### src/rtl/lsu_ctrl.sv
// lsu_ctrl: RV32I load/store control unit in front of a word-addressed data
// memory with per-byte write enables and a one-cycle registered read.
//
// Accepts one request at a time. In ACCESS it either writes, starts a read,
// or reports a fault. Loads finish in LOAD_DATA, where the returned lane is
// aligned and extended into a registered response.
//
// Ports:
//   i_clk, i_rst         clock, synchronous active-high reset
//   in_req_*             request (valid/ready handshake, store flag,
//                        funct3, byte address, right-justified store data)
//   out_rsp_*            one-cycle registered response pulse, data, fault
//   out_mem_*            word address, rw_mode (1 = read), write data,
//                        byte enables
//   in_mem_data          memory read data (valid the cycle after the address)
//
// Optional feature macro: LSU_BOUNDS_CHECK_EN -- when defined, byte addresses
// above the memory range fault instead of aliasing.
module lsu_ctrl #(
  parameter int ADDR_W = 10
) (
  input  logic              i_clk,
  input  logic              i_rst,
  input  logic              in_req_valid,
  output logic              out_req_ready,
  input  logic              in_req_is_store,
  input  logic [2:0]        in_req_funct3,
  input  logic [31:0]       in_req_addr,
  input  logic [31:0]       in_req_wdata,
  output logic              out_rsp_valid,
  output logic [31:0]       out_rsp_rdata,
  output logic              out_rsp_fault,
  output logic [ADDR_W-1:0] out_mem_addr,
  output logic              out_mem_rw_mode,
  output logic [31:0]       out_mem_write_data,
  output logic [3:0]        out_mem_byte_en,
  input  logic [31:0]       in_mem_data
);

  typedef enum logic [1:0] {
    ST_IDLE,
    ST_ACCESS,
    ST_LOAD_DATA
  } state_t;

  state_t            state_q, state_d;
  logic              is_store_q;
  logic [2:0]        funct3_q;
  logic [ADDR_W+1:0] addr_q;
  logic [31:0]       wdata_q;
  logic              oob_q;
  logic              rsp_valid_q, rsp_valid_d;
  logic [31:0]       rsp_rdata_q, rsp_rdata_d;
  logic              rsp_fault_q, rsp_fault_d;

  logic              accept;
  logic              oob_in;
  logic              fault;
  logic [7:0]        byte_sel;
  logic [15:0]       half_sel;
  logic [31:0]       load_data;

  assign out_req_ready = (state_q == ST_IDLE);
  assign accept        = in_req_valid && out_req_ready;

  // Out-of-range detection is resolved at accept time so only one flag bit
  // has to be carried instead of the full upper address.
`ifdef LSU_BOUNDS_CHECK_EN
  assign oob_in = |in_req_addr[31:ADDR_W+2];
`else
  logic unused_addr_hi;
  assign unused_addr_hi = ^in_req_addr[31:ADDR_W+2];
  assign oob_in         = 1'b0;
`endif

  always_ff @(posedge i_clk) begin
    if (i_rst) begin
      state_q     <= ST_IDLE;
      is_store_q  <= 1'b0;
      funct3_q    <= 3'b000;
      addr_q      <= '0;
      wdata_q     <= '0;
      oob_q       <= 1'b0;
      rsp_valid_q <= 1'b0;
      rsp_rdata_q <= '0;
      rsp_fault_q <= 1'b0;
    end else begin
      state_q     <= state_d;
      rsp_valid_q <= rsp_valid_d;
      rsp_rdata_q <= rsp_rdata_d;
      rsp_fault_q <= rsp_fault_d;
      if (accept) begin
        is_store_q <= in_req_is_store;
        funct3_q   <= in_req_funct3;
        addr_q     <= in_req_addr[ADDR_W+1:0];
        wdata_q    <= in_req_wdata;
        oob_q      <= oob_in;
      end
    end
  end

  // Misalignment / illegal width classification of the latched request.
  always_comb begin
    fault = oob_q;
    case (funct3_q)
      3'b000:  ;
      3'b001:  if (addr_q[0]) fault = 1'b1;
      3'b010:  if (addr_q[1:0] != 2'b00) fault = 1'b1;
      3'b100:  if (is_store_q) fault = 1'b1;
      3'b101:  if (is_store_q || addr_q[0]) fault = 1'b1;
      default: fault = 1'b1;
    endcase
  end

  // Lane select and extension of the returned memory word.
  always_comb begin
    case (addr_q[1:0])
      2'b00:   byte_sel = in_mem_data[7:0];
      2'b01:   byte_sel = in_mem_data[15:8];
      2'b10:   byte_sel = in_mem_data[23:16];
      default: byte_sel = in_mem_data[31:24];
    endcase
    half_sel = addr_q[1] ? in_mem_data[31:16] : in_mem_data[15:0];
    case (funct3_q[1:0])
      2'b00:   load_data = {{24{byte_sel[7] & ~funct3_q[2]}}, byte_sel};
      2'b01:   load_data = {{16{half_sel[15] & ~funct3_q[2]}}, half_sel};
      default: load_data = in_mem_data;
    endcase
  end

  always_comb begin
    state_d            = state_q;
    rsp_valid_d        = 1'b0;
    rsp_rdata_d        = '0;
    rsp_fault_d        = 1'b0;
    out_mem_addr       = '0;
    out_mem_rw_mode    = 1'b1;
    out_mem_write_data = '0;
    out_mem_byte_en    = 4'b0000;

    case (state_q)
      ST_IDLE: begin
        if (accept) state_d = ST_ACCESS;
      end
      ST_ACCESS: begin
        out_mem_addr = addr_q[ADDR_W+1:2];
        if (fault) begin
          rsp_valid_d = 1'b1;
          rsp_fault_d = 1'b1;
          state_d     = ST_IDLE;
        end else if (is_store_q) begin
          out_mem_rw_mode = 1'b0;
          case (funct3_q[1:0])
            2'b00: begin
              out_mem_byte_en    = 4'b0001 << addr_q[1:0];
              out_mem_write_data = {4{wdata_q[7:0]}};
            end
            2'b01: begin
              out_mem_byte_en    = addr_q[1] ? 4'b1100 : 4'b0011;
              out_mem_write_data = {2{wdata_q[15:0]}};
            end
            default: begin
              out_mem_byte_en    = 4'b1111;
              out_mem_write_data = wdata_q;
            end
          endcase
          rsp_valid_d = 1'b1;
          state_d     = ST_IDLE;
        end else begin
          state_d = ST_LOAD_DATA;
        end
      end
      ST_LOAD_DATA: begin
        out_mem_addr = addr_q[ADDR_W+1:2];
        rsp_valid_d  = 1'b1;
        rsp_rdata_d  = load_data;
        state_d      = ST_IDLE;
      end
      default: state_d = ST_IDLE;
    endcase

    // A store caught by reset in ACCESS must not reach memory.
    if (i_rst) begin
      out_mem_rw_mode    = 1'b1;
      out_mem_write_data = '0;
      out_mem_byte_en    = 4'b0000;
    end
  end

  assign out_rsp_valid = rsp_valid_q;
  assign out_rsp_rdata = rsp_rdata_q;
  assign out_rsp_fault = rsp_fault_q;

endmodule

### config.mk
export PLATFORM = sky130hd
export DESIGN_NAME = lsu_ctrl
export DESIGN_NICKNAME = d
export VERILOG_FILES = /design/src/rtl/lsu_ctrl.sv
export SDC_FILE = /design/constraint.sdc
export NUM_CORES = 1
export LEC_CHECK = 0
export ABC_AREA = 1
export BUFFER_PORTS_ARGS = -buffer_cell sky130_fd_sc_hd__buf_2
export CAP_MARGIN = 30
export CORE_UTILIZATION = 47
export DETAILED_ROUTE_END_ITERATION = 10
export PLACE_DENSITY_LB_ADDON = 0.2
export SETUP_SLACK_MARGIN = 0.3
export SLEW_MARGIN = 40
export SYNTH_ARGS = -nofsm -noshare
export SYNTH_HDL_FRONTEND = slang
export SYNTH_SLANG_ARGS = --single-unit
### constraint.sdc
create_clock -name i_clk -period 1.64 [get_ports i_clk]
set_input_delay 0.082 -clock i_clk [delete_from_list [all_inputs] [get_ports i_clk]]
set_output_delay 0.082 -clock i_clk [all_outputs]
set_load 0.01 [all_outputs]
==> qor.yml, run 1 <==
yosys:
  synthTopCellsByCount: "177 x nand2_1, 84 x dfxtp_1, 61 x nor2_1, 55 x inv_1, 48 x a21oi_1"
  yosys.area.top_type_share: 0.420
  synth-edff-count: 0
  yosys_warnings: 0
  yosysSeqAreaShare: 0.420
  yosysMostFrequentCell: "nand2_1"
  synth_area_sq_um: 4000
  async_flop_share: 0
  ys_types: 34
  synth_top_area_cell: "dfxtp_1"
  syn_inst: 577
  avgSynthCellArea_sq_um: 6.93
  synth.area.top_cells: "dfxtp_1 42%, nand2_1 17%, a21oi_1 6.0%, nor2_1 5.7%, inv_1 5.2%"
  ys_seq_elements: 84
  synth-main-ff-cell: "dfxtp_1"
  synth_nets: 683
cts:
  root_buffer: "clkbuf_8"
  cts_tree: "built"
  clk_pin_slew_worst_paths_ns: 0.09
  cts_buffers: 9
  clock_sinks: 84
  cts_max_level: 3
  clock_path_buffers: 2
  clock_latency_ns: 0.36
floorplanning:
  num_rows: 33
  initial_core_util: 0.487
  die_w_microns: 94.3
  ioPinCount: 185
  die_h_microns: 94.3
  dieArea_sq_um: 8880
  core_sq_um: 8220
final_layout:
  antennaDiodeCount: 0
  nNetsFinal: 947
  drive_above_1_share: 0.544
  syn2layout_area_growth_pct: 83.0
  finalNonFillerCells: 951
  fill_cells: 337
critical_path:
  rr_endpoint: "out_rsp_valid"
  r2r_slack_ns: -0.03
  cp.required_ns: 1.56
  r2r_start: "state_q[1]"
  crit_path_max_incr_delay_ns: 0.40
  crit_chain: "ha_4, inv_2, nor2_4, nand2_4, nor2_4, o21ai_1, nor2_1, buf_2"
  cp_common_cell: "nor2_4"
  crit_arrival_ns: 1.88
  path_max_fanout: 5
  cp-start-kind: "flip-flop"
  cp.buffers_inverters: 2
  rr_worst_depth: 9
  worstSetupPathType: "flip-flop to output pin"
  crit_family: "simple AND/OR/NAND/NOR gates"
  crit_slowest_cell: "dfxtp_2"
  critPathCaptureType: "output pin"
outcome:
  outcome: "finished with violations"
  violations: "hold timing, setup timing"
detailed_routing:
  ant_nets: 0
  drc: 0
  route.detailed.vias_per_inst: 6.02
  initialDrtViolationCount: 519
  wl_per_cell_microns: 21.8
  first_pass_iters: 8
  routed_wl_microns: 20700
  via_count: 5727
sta:
  hold_viol_final: 1
  rsz0062_at_grt: "true"
  fin_setup_tns_ns: -10.56
  setup-violations-final: 48
  tightest_slew_ns: 0.741
  period_needed_ns: 1.96
  relSlewSlack: 0.506
  finClkSkew_ns: 0.00613
  fin_ws_ns: -0.323
  max_freq_mhz: 510
  hold-worst-slack_ns: -0.00567
  finalCritPeriodShare: 1.20
  slew_viol_final: 0
placed_design:
  io_buffers: 164
  gp_congestion: 0.855
  hpwl_microns: 7850
  dp_cells: 826
pwr:
  power_leakage_nw: 3.62
  power.density_nw_per_um2: 807
  peakVddDrop_v: 0.000451
grt:
  grt_max_degree: 51
  grt_usage: 0.318
  grt_pass1_wl_microns: 21800
  grt_pass1_vias: 4632
  gr-total-overflow: 0
  antenna_found_initial: 0
hold_path:
  min_to: "wdata_q[1]"
  hold_class: "input port to flip-flop"
  min-delay-start: "in_req_wdata[1]"
  hold-path-cell-count: 3
job:
  cap_viol_max_count: 0
-- stage by stage --
stage          setup WS [ns]  area (sq um)  utilization  total power [W]
3_5_place_dp          0.0346          4900        0.596          0.00326
2_1_floorplan          0.286          4020            -          0.00296
6_report              -0.323          7320        0.891          0.00591
5_1_grt               -0.371          7320        0.891          0.00607
4_1_cts               -0.183          6110        0.744          0.00507
3_3_place_gp           0.117          4900        0.596          0.00324
-- kinds of logic (layout without fill, tap and decap cells) --
family	Yosys count	in the layout	synth area share
AO/OA/AOI/OAI	98	98	0.148
adder cells (fa/ha/maj)	3	3	0.00938
buffers and inverters	93	356	0.104
flip-flops	84	84	0.420
AND/OR/NAND/NOR	299	305	0.318
-- sequential cells by signal, indices dropped and copies added (netlist names) --
name / flops
is_store_q: 1
state_q: 2
out_rsp_fault: 1
funct3_q: 3
wdata_q: 32
out_rsp_valid: 1
out_rsp_rdata: 32
addr_q: 12
-- how the worst max path moves through the flow --
stage                                   endpoint  startpoint  slack [ns]  depth (start not counted)
after CTS                 out_mem_write_data[13]  state_q[1]       -0.18                         10
after global routing      out_mem_write_data[29]  state_q[1]       -0.37                         10
final                      out_mem_write_data[9]  state_q[0]       -0.32                          8
after floorplan           out_mem_write_data[16]  state_q[1]        0.29                          9
after global placement                wdata_q[8]  state_q[0]        0.12                          6
after detailed placement               addr_q[7]  state_q[0]        0.03                          6
-- cells in the final DEF (no fill, tap or decap), types with 18 or more instances in the layout --
cell type	n
a21oi_1	25
a21oi_2	29
buf_2	150
buf_4	30
buf_6	33
dfxtp_1	78
dlygate4sd3_1	43
inv_1	37
nand2_1	127
nand2_2	33
nand2_4	21
nand3_2	18
nor2_1	35
nor2_2	20
nor2_4	21
-- what timing repair did --
action | CTS | global route
hold buffers | 41 | 2
resized for setup | 90 | 197
endpoints found under the setup margin | 119 | 123
setup buffers | 17 | 26
endpoints found under the hold margin | 41 | 2
pin swaps | 20 | 45
cloned | 9 | 14
-- power by group --
part / internal (W) / switching [W] / total, W / leakage (nW)
clock network: 0.000675 / 0.000815 / 0.00149 / 0.0917
registers: 0.00215 / 0.000125 / 0.00228 / 0.689
logic: 0.000907 / 0.00124 / 0.00214 / 2.84
-- routing by layer --
metal	vias up	track usage	share of wire
li1	2369	-	-
met1	2550	0.367	0.32
met2	604	0.546	0.48
met3	204	0.0574	0.12
met4	0	0.181	0.091
met5	-	0	0
-- worst register-to-register path: stages, from the launching register on --
cell      delay [ns]
dfxtp_2         0.36
inv_2           0.06
buf_4           0.13
buf_6           0.11
ha_4            0.24
buf_6           0.14
buf_4           0.13
buf_4           0.12
buf_4           0.13
a21boi_2        0.15
-- cell type report --
| cell class | count | area (sq um) | area share |
|---|---|---|---|
| multi-input cells | 406 | 2770 | 0.378 |
| repair buffers | 274 | 2180 | 0.298 |
| flip-flops and latches | 84 | 1690 | 0.231 |
| inverters | 59 | 275 | 0.0376 |
| clock buffers | 13 | 169 | 0.0231 |
| well taps | 105 | 131 | 0.0179 |
| repair inverters | 7 | 86.3 | 0.0118 |
| clock inverters | 3 | 20.0 | 0.00273 |
No activity file was read; power rests on OpenSTA's default activity.
==> inputs of run 2 (changes only) <==
--- a/config.mk
+++ b/config.mk
@@ -16,3 +16,4 @@
 export SYNTH_ARGS = -nofsm -noshare
 export SYNTH_HDL_FRONTEND = slang
 export SYNTH_SLANG_ARGS = --single-unit
+export TNS_END_PERCENT = 50
==> run 2 against run 1 <==
The flow finishes with violations (setup timing); non-clock buffer count shrank 18; maximum frequency is 1.9% higher; die area unchanged; global-route usage shrank 0.32 points; design area down 5.3%; largest cell class unchanged; largest power group unchanged.
==> qor.yml, run 2 (synthesis gave the netlist of run 1 again) <==
detailed_routing:
  routed_wl_microns: 16100  # -22%
  wl_per_cell_microns: 17.3  # -20%
  initialDrtViolationCount: 310  # -40%
  via_count: 5117  # -11%
  first_pass_iters: 6  # -2
  drc: 0  # unchanged
  ant_nets: 0  # unchanged
  route.detailed.vias_per_inst: 5.52  # -8.3%
cts:
  cts_buffers: 9  # unchanged
  clk_pin_slew_worst_paths_ns: 0.09  # about the same
  clock_path_buffers: 2  # unchanged
  cts_tree: "built"
  clock_latency_ns: 0.36  # about the same
  clock_sinks: 84  # unchanged
  root_buffer: "clkbuf_8"
  cts_max_level: 3  # unchanged
final_layout:
  syn2layout_area_growth_pct: 73.4
  nNetsFinal: 922  # -2.6%
  final_common_cell: "buf_2"
  finalNonFillerCells: 927  # -2.5%
  drive_above_1_share: 0.527  # -0.0163
  layout_common_cells: "150 x buf_2, 120 x nand2_1, 78 x dfxtp_1"
  fill_cells: 453  # +34%
  final_util: 0.844  # -0.0471
sta:
  fin_setup_tns_ns: -9.76  # +0.798 ns
  slew_viol_final: 0  # unchanged
  rsz0062_at_grt: "true"
  tightest_slew_ns: 0.503  # -0.238 ns
  hold_viol_final: 0  # -1
  finClkSkew_ns: 0.0122  # +0.00603 ns
  finalCritPeriodShare: 1.17  # -0.0220
  period_needed_ns: 1.93  # -0.0361 ns
  max_freq_mhz: 519  # +1.9%
  fin_ws_ns: -0.287  # +0.0361 ns
  relSlewSlack: 0.664  # +0.158
  setup-violations-final: 56  # +17%
floorplanning:
  core_sq_um: 8220  # unchanged
  die_w_microns: 94.3  # unchanged
  die_h_microns: 94.3  # unchanged
  ioPinCount: 185  # unchanged
  num_rows: 33  # unchanged
  dieArea_sq_um: 8880  # unchanged
  initial_core_util: 0.487  # unchanged
critical_path:
  cp.required_ns: 1.56  # about the same
  worstSetupPathType: "flip-flop to output pin"
  crit_arrival_ns: 1.84  # -0.04 ns
  crit_family: "simple AND/OR/NAND/NOR gates"
  crit_path_max_incr_delay_ns: 0.34  # -0.06 ns
  path_max_fanout: 5  # unchanged
  crit_slowest_cell: "dfxtp_2"
  critPathCaptureType: "output pin"
  crit_chain: "inv_2, ha_4, inv_2, nor2_4, nand2_4, nor2_4, o21ai_2, nor2_1, buf_2"
  cp.buffers_inverters: 3  # +1
  cp-start-kind: "flip-flop"
placed_design:
  hpwl_microns: 8080  # +3.0%
  dp_cells: 831  # +0.61%
  gp_congestion: 0.867  # +1.4%
  io_buffers: 164  # unchanged
pwr:
  total_power_w: 0.00554  # -6.4%
  peakVddDrop_v: 0.000474  # +5.1%
  power_leakage_nw: 3.47  # -4.1%
  power.density_nw_per_um2: 798  # -1.2%
grt:
  grt_pass1_wl_microns: 21500  # -1.5%
  grt_usage: 0.314  # -0.00320
  gr-total-overflow: 0  # unchanged
  antenna_found_initial: 1  # +1
  grt_pass1_vias: 4669  # +0.80%
  grt_max_degree: 35  # -31%
outcome:
  outcome: "finished with violations"
  violations: "setup timing"
job:
  cap_viol_max_count: 0  # unchanged
hold_path:
  hold_class: "input port to flip-flop"
## run 2: changes by cell type in the layout (fill, tap and decap cells not counted), moves of 6 or more
cell | previous run | this run
a21oi_1 | 25 | 12
a21oi_2 | 29 | 42
nand2_4 | 21 | 33
buf_6 | 33 | 22
nand2_1 | 127 | 120
a211oi_1 | 2 | 8
a211oi_2 | 12 | 6
clkbuf_16 | 6 | 0
## run 2: timing repair
action | in CTS | in global routing
pin swaps | 45 | 105
hold endpoints to repair | 44 | 0
buffers inserted | 16 | 11
cloned | 7 | 1
resized for setup | 78 | 198
hold buffers | 44 | 0
endpoints found under the setup margin | 127 | 125
## run 2: layout make-up
| cell class | instances | area, sq um | share of cell area |
|---|---|---|---|
| Multi-Input combinational cell | 404 | 2770 | 0.399 |
| Antenna cell | 1 | 2.50 | 0.000361 |
| Clock buffer | 12 | 135 | 0.0195 |
| Inverter | 59 | 273 | 0.0393 |
| Clock inverter | 4 | 50.0 | 0.00722 |
| Tap cell | 105 | 131 | 0.0189 |
| Timing Repair inverter | 2 | 20.0 | 0.00289 |
| Timing Repair Buffer | 256 | 1860 | 0.268 |
| Sequential cell | 84 | 1690 | 0.244 |
## run 2: path summary, 6_finish.rpt
| path | startpoint | to | slack, ns | cells past startpoint |
|---|---|---|---|---|
| min | in_mem_data[16] | out_rsp_rdata[0] | 0.004 | 3 |
| max reg2reg | funct3_q[1] | out_rsp_rdata[10] | -0.04 | 9 |
| max | state_q[1] | out_mem_write_data[25] | -0.29 | 9 |
| min reg2reg | wdata_q[16] | wdata_q[16] | 0.47 | 2 |
## run 2: metrics by stage
step,hold slack (ns),setup WS (ns),area [sq um]
5_1_grt,0.00292,-0.331,6940
6_report,0.00426,-0.287,6940
3_5_place_dp,0.336,-0.0460,4930
4_1_cts,0.00309,-0.203,6120
2_1_floorplan,0.226,0.286,4020
3_3_place_gp,0.332,0.0749,4930
## run 2: layer usage
| metal | wire length (microns) | vias up | share of wire | track usage |
|---|---|---|---|---|
| met3 | 1070 | 81 | 0.067 | 0.0591 |
| met5 | 0 | - | 0 | 0 |
| met2 | 8170 | 325 | 0.51 | 0.548 |
| li1 | - | 2317 | - | - |
| met4 | 765 | 0 | 0.048 | 0.174 |
| met1 | 6050 | 2394 | 0.38 | 0.358 |
## run 2: power by group
part | total [W] | leakage [nW] | internal, W | switching, W
Combinational | 0.00180 | 2.70 | 0.000738 | 0.00106
Clock | 0.00148 | 0.0866 | 0.000705 | 0.000773
Sequential | 0.00226 | 0.689 | 0.00215 | 0.000107
Total | 0.00554 | 3.47 | 0.00360 | 0.00194
## run 2: worst min-delay path: stages
cell	delay, ns
buf_2	0.11
nand2_1	0.06
a31oi_1	0.06
